### src/rtl/key_conditioner.sv
// Push-button conditioner: per-key 2-FF synchronizer, press/release debounce FSM
// and one-shot active-low strobe, plus the registered debounced level.
module key_conditioner #(
  parameter  int N_KEYS    = 2,
  parameter  int DB_CYCLES = 1_000_000,
  localparam int CW        = $clog2(DB_CYCLES)
) (
  input  logic              Clk,
  input  logic              Rst,
  input  logic [N_KEYS-1:0] nKeyIn,
  output logic [N_KEYS-1:0] fKeyOut,
  output logic [N_KEYS-1:0] KeyLevel
);

  typedef enum logic [1:0] {
    IDLE,
    PRESS_WAIT,
    HELD,
    RELEASE_WAIT
  } state_e;

  localparam logic [CW-1:0] CNT_LAST = CW'(DB_CYCLES - 1);

  logic [N_KEYS-1:0] sync1_q;
  logic [N_KEYS-1:0] ks_q;

  // Synchronizers idle high so that reset looks like "nothing pressed".
  // NOTE: sequential state is always written with <= so every flop samples
  // pre-edge values regardless of process evaluation order.
  always_ff @(posedge Clk or negedge Rst) begin
    if (!Rst) begin
      sync1_q <= '1;
      ks_q    <= '1;
    end else begin
      sync1_q <= nKeyIn;
      ks_q    <= sync1_q;
    end
  end

  for (genvar i = 0; i < N_KEYS; i++) begin : g_key
    state_e          state_q, state_d;
    logic [CW-1:0]   cnt_q, cnt_d;
    logic            strobe_q, strobe_d;
    logic            level_q, level_d;

    // Every path out of a wait state at CNT_LAST leaves that state, so the
    // counter can never wrap.
    always_comb begin
      // NOTE: all outputs get a default before the case so no path leaves a
      // variable unassigned, which would otherwise infer a latch.
      state_d  = state_q;
      cnt_d    = cnt_q;
      strobe_d = 1'b1;
      level_d  = level_q;
      unique case (state_q)
        IDLE: begin
          cnt_d = '0;
          if (!ks_q[i]) state_d = PRESS_WAIT;
        end
        PRESS_WAIT: begin
          if (ks_q[i]) begin
            state_d = IDLE;
            cnt_d   = '0;
          end else if (cnt_q == CNT_LAST) begin
            state_d  = HELD;
            cnt_d    = '0;
            strobe_d = 1'b0;
            level_d  = 1'b0;
          end else begin
            cnt_d = cnt_q + CW'(1);
          end
        end
        HELD: begin
          cnt_d = '0;
          if (ks_q[i]) state_d = RELEASE_WAIT;
        end
        RELEASE_WAIT: begin
          if (!ks_q[i]) begin
            state_d = HELD;
            cnt_d   = '0;
          end else if (cnt_q == CNT_LAST) begin
            state_d = IDLE;
            cnt_d   = '0;
            level_d = 1'b1;
          end else begin
            cnt_d = cnt_q + CW'(1);
          end
        end
        default: begin
          state_d = IDLE;
          cnt_d   = '0;
          level_d = 1'b1;
        end
      endcase
    end

    always_ff @(posedge Clk or negedge Rst) begin
      if (!Rst) begin
        state_q  <= IDLE;
        cnt_q    <= '0;
        strobe_q <= 1'b1;
        level_q  <= 1'b1;
      end else begin
        state_q  <= state_d;
        cnt_q    <= cnt_d;
        strobe_q <= strobe_d;
        level_q  <= level_d;
      end
    end

    assign fKeyOut[i]  = strobe_q;
    assign KeyLevel[i] = level_q;
  end

endmodule

### config.mk
export PLATFORM = sky130hd
export DESIGN_NAME = key_conditioner
export DESIGN_NICKNAME = d
export VERILOG_FILES = /design/src/rtl/key_conditioner.sv
export SDC_FILE = /design/constraint.sdc
export NUM_CORES = 1
export LEC_CHECK = 0
export ABC_AREA = 1
export CAP_MARGIN = 30
export CORE_UTILIZATION = 55
export CTS_BUF_LIST = sky130_fd_sc_hd__clkbuf_8
export CTS_CLUSTER_DIAMETER = 60
export CTS_CLUSTER_SIZE = 12
export DETAILED_ROUTE_END_ITERATION = 8
export GPL_TIMING_DRIVEN = 1
export MAX_ROUTING_LAYER = met4
export PLACE_DENSITY = 0.72
export SLEW_MARGIN = 20
export SYNTH_ARGS = -nofsm -noshare
export SYNTH_HDL_FRONTEND = slang
export SYNTH_SLANG_ARGS = --single-unit
### constraint.sdc
create_clock -name Clk -period 4.7 [get_ports Clk]
set_clock_uncertainty 0.15 [all_clocks]
set_input_delay 0.47 -clock Clk [delete_from_list [all_inputs] [get_ports Clk]]
set_output_delay 0.47 -clock Clk [all_outputs]
set_load 0.1 [all_outputs]
==> results of run 1 <==
-- cell families (layout without fill, tap and decap cells) --
family,after synthesis,in the layout,share of synthesized area [%]
AND/OR/NAND/NOR,229,229,35.00
buffers and inverters,55,64,8.585
flip-flops,52,52,45.90
XOR/XNOR,24,24,7.359
AO/OA/AOI/OAI,13,13,2.278
adder cells (fa/ha/maj),2,2,0.8759
-- Yosys cell counts, types with 2 or more instances --
cell | n | area, µm²
a21oi_1 | 10 | 50.05
buf_4 | 5 | 37.54
buf_6 | 2 | 22.52
dfrtp_1 | 44 | 1101
dfstp_2 | 8 | 210.2
ha_1 | 2 | 25.02
inv_1 | 46 | 172.7
inv_4 | 2 | 12.51
nand2_1 | 85 | 319.1
nand3_1 | 21 | 105.1
nand3_2 | 2 | 20.02
nand4_1 | 10 | 62.56
nor2_1 | 86 | 322.8
nor2_2 | 5 | 31.28
nor2_4 | 5 | 56.30
nor3_1 | 11 | 55.05
o21ai_0 | 3 | 15.01
xnor2_1 | 6 | 52.55
xor2_1 | 18 | 157.7
-- registers in the layout (all words and copies together) (netlist names), named ones only --
register and flops:
g_key.cnt_q 40, g_key.level_q 2, sync1_q 2, ks_q 2, g_key.strobe_q 2, g_key.state_q 2
-- worst paths after layout --
check	startpoint	depth (start not counted)	endpoint	slack, ns
max	g_key[1].level_q$_DFFE_PN1P_	1	KeyLevel[1]	2.12
min	Rst	2	g_key[1].cnt_q[8]$_DFF_PN0_	0.09
max reg2reg	g_key[1].cnt_q[0]$_DFF_PN0_	8	g_key[1].cnt_q[18]$_DFF_PN0_	2.92
min reg2reg	sync1_q[1]$_DFF_PN1_	0	ks_q[1]$_DFF_PN1_	0.21
max in group asynchronous	Rst	2	g_key[0].cnt_q[18]$_DFF_PN0_	3.85
min in group Clk	sync1_q[1]$_DFF_PN1_	0	ks_q[1]$_DFF_PN1_	0.21
-- final cells by class --
cell class                      instances  share of cell area [%]
Sequential cell                        52                   42.79
Inverter                               48                   6.043
Clock buffer                            5                   2.246
Multi-Input combinational cell        268                   42.43
Timing Repair Buffer                    8                   2.368
Tap cell                               67                   2.736
Clock inverter                          3                   1.388
-- power breakdown --
group          total (mW)  leakage (nW)  internal (mW)  switching [mW]
clock               0.307        0.0541          0.158           0.149
sequential          0.456         0.692          0.453         0.00324
combinational      0.0271         0.502        0.00726          0.0199
-- per-layer routing --
metal | track usage, % | wire length, µm | up-vias
met5 | - | 0 | -
li1 | - | - | 1171
met3 | 4.065 | 118 | 4
met1 | 27.42 | 2400 | 1044
met4 | 6.197 | 39 | 0
met2 | 37.07 | 2491 | 22
-- through the flow --
step | instances | cell area (µm²) | power (mW) | hold WS [ns] | setup slack (ns)
4_1_cts | 451 | 3064 | 0.8004 | 0.1268 | 2.103
3_5_place_dp | 443 | 2953 | 0.4929 | 0.1972 | 2.450
3_3_place_gp | 443 | 2953 | 0.4924 | 0.1958 | 2.455
2_1_floorplan | 375 | 2856 | 0.4795 | 0.02441 | 3.100
5_1_grt | 451 | 3064 | 0.8217 | 0.1691 | 2.070
6_report | 451 | 3064 | 0.7899 | 0.09416 | 2.123
==> results.tsv, run 1 <==
stage	metric	value	unit
cts	CTS Sinks	52	
setup_path	CP max FO	2	
synth	Main synth FF type	dfrtp_1	
synth	Gate Count Post-Synth	375	
floorplan	Cell Rows	25	
placement	final estimated routing congestion in global placement	0.8812	
synth	Yosys Warn Count	0	
cells_and_area	most frequent cells in the layout	nor2_1, nand2_1, inv_1	
cts	clk root buf	clkbuf_8	
setup_path	crit-path cells	clkdlybuf4s50_1	
cts	H-tree Lvls	2	
global_route	via count of the first global-routing pass	2078	
sta	Relative slew margins	35.63	%
cts	cts hold-fix bufs	0	
placement	Post-DP HPWL	3683	µm
detailed_routing	DRC viols	0	
floorplan	die area	0.005486	mm²
global_route	total gr overflow	0	
floorplan	die width	74.07	µm
synth	syn_nets	381	
synth	Yosys cell types	23	
cells_and_area	ant diodes	0	
setup_path	Critical-path top delay cell	clkdlybuf4s50_1	
cts	clk_lat worst skew	0.31	ns
setup_path	critical path arrival	1.96	ns
status	status	finished, final reports clean	
floorplan	Die Height	74.07	µm
detailed_routing	drt via density	4.969	
setup_path	critical path capture point type	primary output	
sta	Worst Tran Pin Value	0.9626	ns
synth	Mapped Area	0.002856	mm²
detailed_routing	DRT iter0 DRCs	160	
global_route	initial antenna violation count	0	
global_route	first-pass GRT wire length	8997	µm
setup_path	crit-path leading delay family	buffers and inverters	
cts	TritonCTS buffer count	5	
sta	Final setup violation count	0	
cells_and_area	area grow syn2layout	7.271	%
detailed_routing	Routed WL per cell	11.20	µm
sta	RSZ-0062 raised after global routing	no	
synth	number of flops mapped to enable cells by yosys	0	
global_route	Global Route Usage Sum	22.14	%
power_and_ir_drop	Pwr Density	257.8	mW/mm²
setup_path	Critical path buffers and inverters	1	
floorplan	initial core utilization	58.92	%
cells_and_area	Layout Nets	389	
sta	Slew Viols, Final	0	
power_and_ir_drop	Leak	1.248	nW
global_route	largest net degree at the start of global routing	53	
cells_and_area	area of the multi-input gates	0.001300	mm²
detailed_routing	Initial DRT Pass Iterations	4	
sta	Hold Fails Final Rpt	0	
setup_path	worst path required time	4.08	ns
synth	sequential share of the synthesized area	45.90	%
cts	clk buf depth	2	
synth	average size of a mapped cell	7.617	µm²
cts	post-CTS repair timing setup buffer count	0	
setup_path	Setup CP Type	reg2out	
cells_and_area	Post-Route Utilization	63.20	%
floorplan	I/O pin cnt	8	
floorplan	core area	0.004848	mm²
sta	period utilisation layout	54.82	%
sta	Setup TNS Final	0	ns
worst_hold_path	hold crit path type	in2async	
power_and_ir_drop	Max VDD drop	0.1625	mV
cells_and_area	commonest non-fill, non-tap cell in the layout	nor2_1	
cts	Resize count post-CTS	0	
sta	Final min period	2.577	ns
cells_and_area	Register Area	0.001311	mm²
cells_and_area	fill count	435	
placement	port buffer count	7	
cells_and_area	ratio of cells with drive above 1 in the final layout	8.854	%
cts	TritonCTS clock tree	yes	
synth	Synth Register Bits	52	
cts	Clk pin slew, worst setup/hold paths	0.11	ns
setup_path	CP max stage delay	1.12	ns
setup_path	CP startpoint kind	register	
job	Max Cap Violations	0	
sta	maximum clock frequency	388.1	MHz
synth	Async SR Flop Fraction	100.0	%
detailed_routing	drt total wl	5050	µm
detailed_routing	vias post-DR	2241	
detailed_routing	Post-DRT Antenna Nets	0	
Note: power is estimated with default switching activity, not from simulation.
==> inputs of run 2 (changes only) <==
- clock period: 4.7 -> 2.4 ns (I/O delays scaled with it)
==> results.tsv, run 2 (synthesis gave the netlist of run 1 again) <==
stage	metric	value	unit
sta	Final setup violation count	0	
sta	RSZ-0062 raised after global routing	no	
power_and_ir_drop	Psw	0.3425	mW
cts	clk_lat worst skew	0.31	ns
cells_and_area	Layout Nets	390	
sta	Final min period	1.766	ns
setup_path	critical path capture point type	register	
floorplan	die width	74.07	µm
cells_and_area	Post-Layout Inst Area	0.003058	mm²
global_route	largest net degree at the start of global routing	28	
sta	Relative slew margins	59.07	%
power_and_ir_drop	Int Pwr	1.111	mW
setup_path	CP max FO	5	
setup_path	critical path arrival	1.83	ns
worst_hold_path	hold crit path type	in2reg	
power_and_ir_drop	share of power burned in registers	61.4	%
setup_path	CP startpoint kind	register	
cts	Resize count post-CTS	0	
global_route	total gr overflow	0	
power_and_ir_drop	switching portion of total power	23.56	%
cts	CTS Sinks	52	
power_and_ir_drop	Pwr Density	475.4	mW/mm²
cts	clk root buf	clkbuf_8	
cells_and_area	fill count	445	
cts	clk buf depth	2	
floorplan	initial core utilization	58.92	%
cells_and_area	ant diodes	0	
sta	Setup TNS Final	0	ns
cts	TritonCTS clock tree	yes	
detailed_routing	drt via density	4.931	
detailed_routing	Post-DRT Antenna Nets	0	
detailed_routing	DRT iter0 DRCs	117	
cells_and_area	area of the multi-input gates	0.001300	mm²
cells_and_area	Register Area	0.001311	mm²
power_and_ir_drop	Leak	1.247	nW
sta	maximum clock frequency	566.3	MHz
detailed_routing	DRC viols	0	
cells_and_area	ratio of cells with drive above 1 in the final layout	9.870	%
floorplan	core area	0.004848	mm²
sta	period utilisation layout	73.58	%
placement	final estimated routing congestion in global placement	0.9173	
detailed_routing	Routed WL per cell	11.12	µm
cts	H-tree Lvls	2	
floorplan	die area	0.005486	mm²
placement	port buffer count	7	
global_route	via count of the first global-routing pass	2027	
cells_and_area	max FFs per register	40	
global_route	first-pass GRT wire length	8935	µm
sta	Worst Tran Pin Value	0.6140	ns
sta	Slew Viols, Final	0	
setup_path	Setup CP Type	reg2reg	
detailed_routing	vias post-DR	2229	
global_route	Global Route Usage Sum	21.89	%
cts	TritonCTS buffer count	5	
setup_path	R2R cell count	8	
floorplan	Die Height	74.07	µm
cells_and_area	largest reg by FF count	g_key.cnt_q	
placement	Placed Area	0.002955	mm²
sta	Hold Fails Final Rpt	0	
placement	worst slack at placement	0.6393	ns
global_route	initial antenna violation count	0	
cells_and_area	commonest non-fill, non-tap cell in the layout	nor2_1	
placement	Post-DP HPWL	3799	µm
detailed_routing	Initial DRT Pass Iterations	4	
sta	fin worst setup slack	0.6340	ns
worst_hold_path	cell count of the worst hold path	1	
cells_and_area	area grow syn2layout	7.052	%
floorplan	I/O pin cnt	8	
floorplan	Cell Rows	25	
status	status	finished, final reports clean	
cells_and_area	most frequent cells in the layout	nor2_1, nand2_1, inv_1	
power_and_ir_drop	combinational power share	3.9	%
job	Max Cap Violations	0	
setup_path	worst path required time	2.47	ns
cts	Clk pin slew, worst setup/hold paths	0.10	ns
power_and_ir_drop	Clk pwr share	34.7	%
power_and_ir_drop	Max VDD drop	0.3175	mV
detailed_routing	drt total wl	5027	µm
==> run 2: critical path, stage by stage (launching register included) <==
cell     delay (ns)
dfrtp_1        0.42
ha_1           0.24
nand3_2        0.16
nor2_2         0.17
nand3_1        0.11
nor2_2         0.19
nand3_1        0.10
nor2_1         0.10
nor2_1         0.04
==> run 2: through the flow <==
stage | total power [mW] | instances | util [%] | hold slack, ns
2_1_floorplan | 0.9391 | 375 | - | -0.2056
3_3_place_gp | 0.9669 | 443 | 60.95 | 0.1343
3_5_place_dp | 0.9680 | 443 | 60.95 | 0.1372
4_1_cts | 1.470 | 452 | 63.07 | 0.1641
5_1_grt | 1.514 | 452 | 63.07 | 0.1523
6_report | 1.454 | 452 | 63.07 | 0.1712
==> run 2: timing repair <==
| action | 4_1_cts | 5_1_grt |
|---|---|---|
| hold buffers | 1 | 0 |
| setup buffers | 0 | 0 |
| hold endpoints to repair | 26 | 0 |
==> run 2: layout make-up <==
cell class	instances	area share, %
Multi-Input combinational cell	268	42.51
Clock buffer	5	2.250
Inverter	48	6.056
Timing Repair Buffer	9	2.782
Sequential cell	52	42.88
Clock inverter	3	0.7774
Tap cell	67	2.741
==> run 2: worst paths after layout <==
check                                       startpoint                           end  slack (ns)
max reg2reg                g_key[1].cnt_q[0]$_DFF_PN0_  g_key[1].cnt_q[18]$_DFF_PN0_        0.63
max                        g_key[1].cnt_q[0]$_DFF_PN0_  g_key[1].cnt_q[18]$_DFF_PN0_        0.63
min reg2reg                       sync1_q[1]$_DFF_PN1_             ks_q[1]$_DFF_PN1_        0.21
max in group asynchronous                          Rst   g_key[0].strobe_q$_DFF_PN1_        1.17
min in group asynchronous                          Rst  g_key[0].cnt_q[17]$_DFF_PN0_        0.32
min                                          nKeyIn[0]          sync1_q[0]$_DFF_PN1_        0.17
==> run 2: power groups by stage <==
stage                     Sequential (mW)  Clock, mW  Combinational (mW)
after CTS                           0.893      0.518              0.0590
after floorplan                     0.909          0              0.0301
after global routing                0.895      0.553              0.0665
final                               0.893      0.504              0.0566
after detailed placement            0.910          0              0.0579
after global placement              0.910          0              0.0574
==> run 2: layer usage <==
metal	up-vias	global-route usage, %	share of wire, %	wire length [µm]
li1	1168	-	-	-
met1	1016	28.53	47	2371
met2	38	34.65	48	2390
met3	7	4.336	3.9	197
met4	0	6.410	1.4	68
met5	-	-	0	0
==> inputs of run 3 (changes only) <==
- PLACE_DENSITY: 0.72 -> 0.75
- clock period: 2.4 -> 1.5 ns (I/O delays scaled with it)
==> results.tsv, run 3 (synthesis gave the netlist of run 1 again) <==
stage	metric	value	unit
placement	Post-DP HPWL	4328	µm
status	status	complete, but fails checks	
cells_and_area	max FFs per register	40	
cts	TritonCTS buffer count	5	
sta	period utilisation layout	113.7	%
cells_and_area	ant diodes	0	
floorplan	Die Height	74.07	µm
status	failing checks	negative setup slack	
cells_and_area	Layout Nets	444	
cells_and_area	ratio of cells with drive above 1 in the final layout	36.45	%
job	Max Cap Violations	0	
setup_path	Setup CP Type	reg2reg	
worst_hold_path	cell count of the worst hold path	1	
sta	Worst Tran Pin Value	0.3639	ns
global_route	total gr overflow	0	
detailed_routing	vias post-DR	2644	
setup_path	critical path capture point type	register	
detailed_routing	DRT iter0 DRCs	183	
placement	worst slack at placement	-0.1721	ns
floorplan	die area	0.005486	mm²
floorplan	I/O pin cnt	8	
setup_path	R2R cell count	7	
cts	H-tree Lvls	2	
detailed_routing	drt total wl	7380	µm
cts	clk buf depth	2	
sta	maximum clock frequency	586.2	MHz
placement	dpl cells	472	
detailed_routing	drt via density	5.225	
global_route	first-pass GRT wire length	10380	µm
cells_and_area	fill count	286	
detailed_routing	Routed WL per cell	14.58	µm
power_and_ir_drop	Max VDD drop	0.5612	mV
cells_and_area	most frequent cells in the layout	nand2_1, nor2_1, inv_1	
power_and_ir_drop	Pwr Density	615.7	mW/mm²
global_route	initial antenna violation count	0	
cells_and_area	non-filler instance count after layout	506	
detailed_routing	DRC viols	0	
floorplan	Cell Rows	25	
setup_path	CP max FO	8	
cts	CTS Sinks	52	
sta	Hold Fails Final Rpt	0	
global_route	largest net degree at the start of global routing	29	
placement	port buffer count	7	
setup_path	worst path required time	1.54	ns
placement	final estimated routing congestion in global placement	0.8875	
floorplan	core area	0.004848	mm²
sta	Relative slew margins	75.74	%
sta	Final min period	1.706	ns
cts	clk_lat worst skew	0.31	ns
sta	RSZ-0062 raised after global routing	yes	
sta	Final setup violation count	46	
cts	TritonCTS clock tree	yes	
detailed_routing	Post-DRT Antenna Nets	0	
power_and_ir_drop	Leak	1.622	nW
cts	clk root buf	clkbuf_8	
cts	Clk pin slew, worst setup/hold paths	0.10	ns
floorplan	initial core utilization	58.92	%
cells_and_area	area grow syn2layout	38.72	%
detailed_routing	Initial DRT Pass Iterations	4	
sta	fin worst setup slack	-0.2060	ns
worst_hold_path	hold crit path type	in2reg	
floorplan	die width	74.07	µm
sta	Setup TNS Final	-5.573	ns
global_route	via count of the first global-routing pass	2392	
global_route	Global Route Usage Sum	25.92	%
setup_path	CP startpoint kind	register	
cells_and_area	largest reg by FF count	g_key.cnt_q	
setup_path	critical path arrival	1.74	ns
sta	Slew Viols, Final	0	
cells_and_area	commonest non-fill, non-tap cell in the layout	nand2_1	
==> run 3: metal layers <==
| metal | track usage [%] | wire length (µm) | vias up |
|---|---|---|---|
| li1 | - | - | 1274 |
| met1 | 30.69 | 3000 | 1286 |
| met2 | 43.54 | 3895 | 66 |
| met3 | 4.472 | 302 | 18 |
| met4 | 10.90 | 182 | 0 |
| met5 | - | 0 | - |
==> run 3: layout make-up <==
class | instances | area [µm²] | share of cell area, %
repair inverters | 2 | 27.53 | 0.6947
clock buffers | 5 | 68.82 | 1.737
flip-flops and latches | 52 | 1316 | 33.22
clock inverters | 3 | 26.28 | 0.6631
well taps | 67 | 83.83 | 2.116
inverters | 48 | 211.5 | 5.336
repair buffers | 61 | 571.8 | 14.43
multi-input cells | 268 | 1657 | 41.81
==> run 3: what timing repair did <==
item,CTS,global route
pin swaps,10,23
gates cloned,1,1
gates resized for setup,35,79
hold endpoints to repair,52,0
hold buffers,1,0
setup buffers,11,13
endpoints found under the setup margin,45,46
==> run 3: path summary, 6_finish.rpt <==
check | from | slack (ns) | end
setup / recovery | g_key[0].cnt_q[15]$_DFF_PN0_ | -0.21 | g_key[0].cnt_q[4]$_DFF_PN0_
min in group asynchronous | Rst | 0.21 | g_key[1].cnt_q[6]$_DFF_PN0_
hold / removal | nKeyIn[0] | 0.08 | sync1_q[0]$_DFF_PN1_
max in group asynchronous | Rst | 0.67 | g_key[0].cnt_q[13]$_DFF_PN0_
setup reg to reg | g_key[0].cnt_q[15]$_DFF_PN0_ | -0.21 | g_key[0].cnt_q[4]$_DFF_PN0_
hold reg to reg | sync1_q[1]$_DFF_PN1_ | 0.21 | ks_q[1]$_DFF_PN1_
==> run 3: worst max-delay path, stage by stage (launching register included) <==
cell and delay [ns]:
dfrtp_1 0.45, nor2_1 0.22, nand4_1 0.23, nor2_4 0.19, nor2_4 0.06, buf_12 0.15, clkinv_16 0.07, nor2_2 0.05
==> run 3: metrics by stage <==
stage                     util, %  instance area (µm²)  total power [mW]  hold WS (ns)
after floorplan                 -                 2879             1.505       -0.2956
after global placement      66.68                 3233             1.551       0.01342
after detailed placement    66.68                 3233             1.554       0.01165
after CTS                   74.12                 3593             2.419       0.07345
after global routing        81.73                 3963             2.521       0.08574
final                       81.73                 3963             2.440       0.08164
==> run 3: power breakdown <==
group	internal, mW	total [mW]	switching (mW)
registers	1.42	1.43	0.0142
clock network	0.344	0.845	0.501
logic	0.0609	0.161	0.100
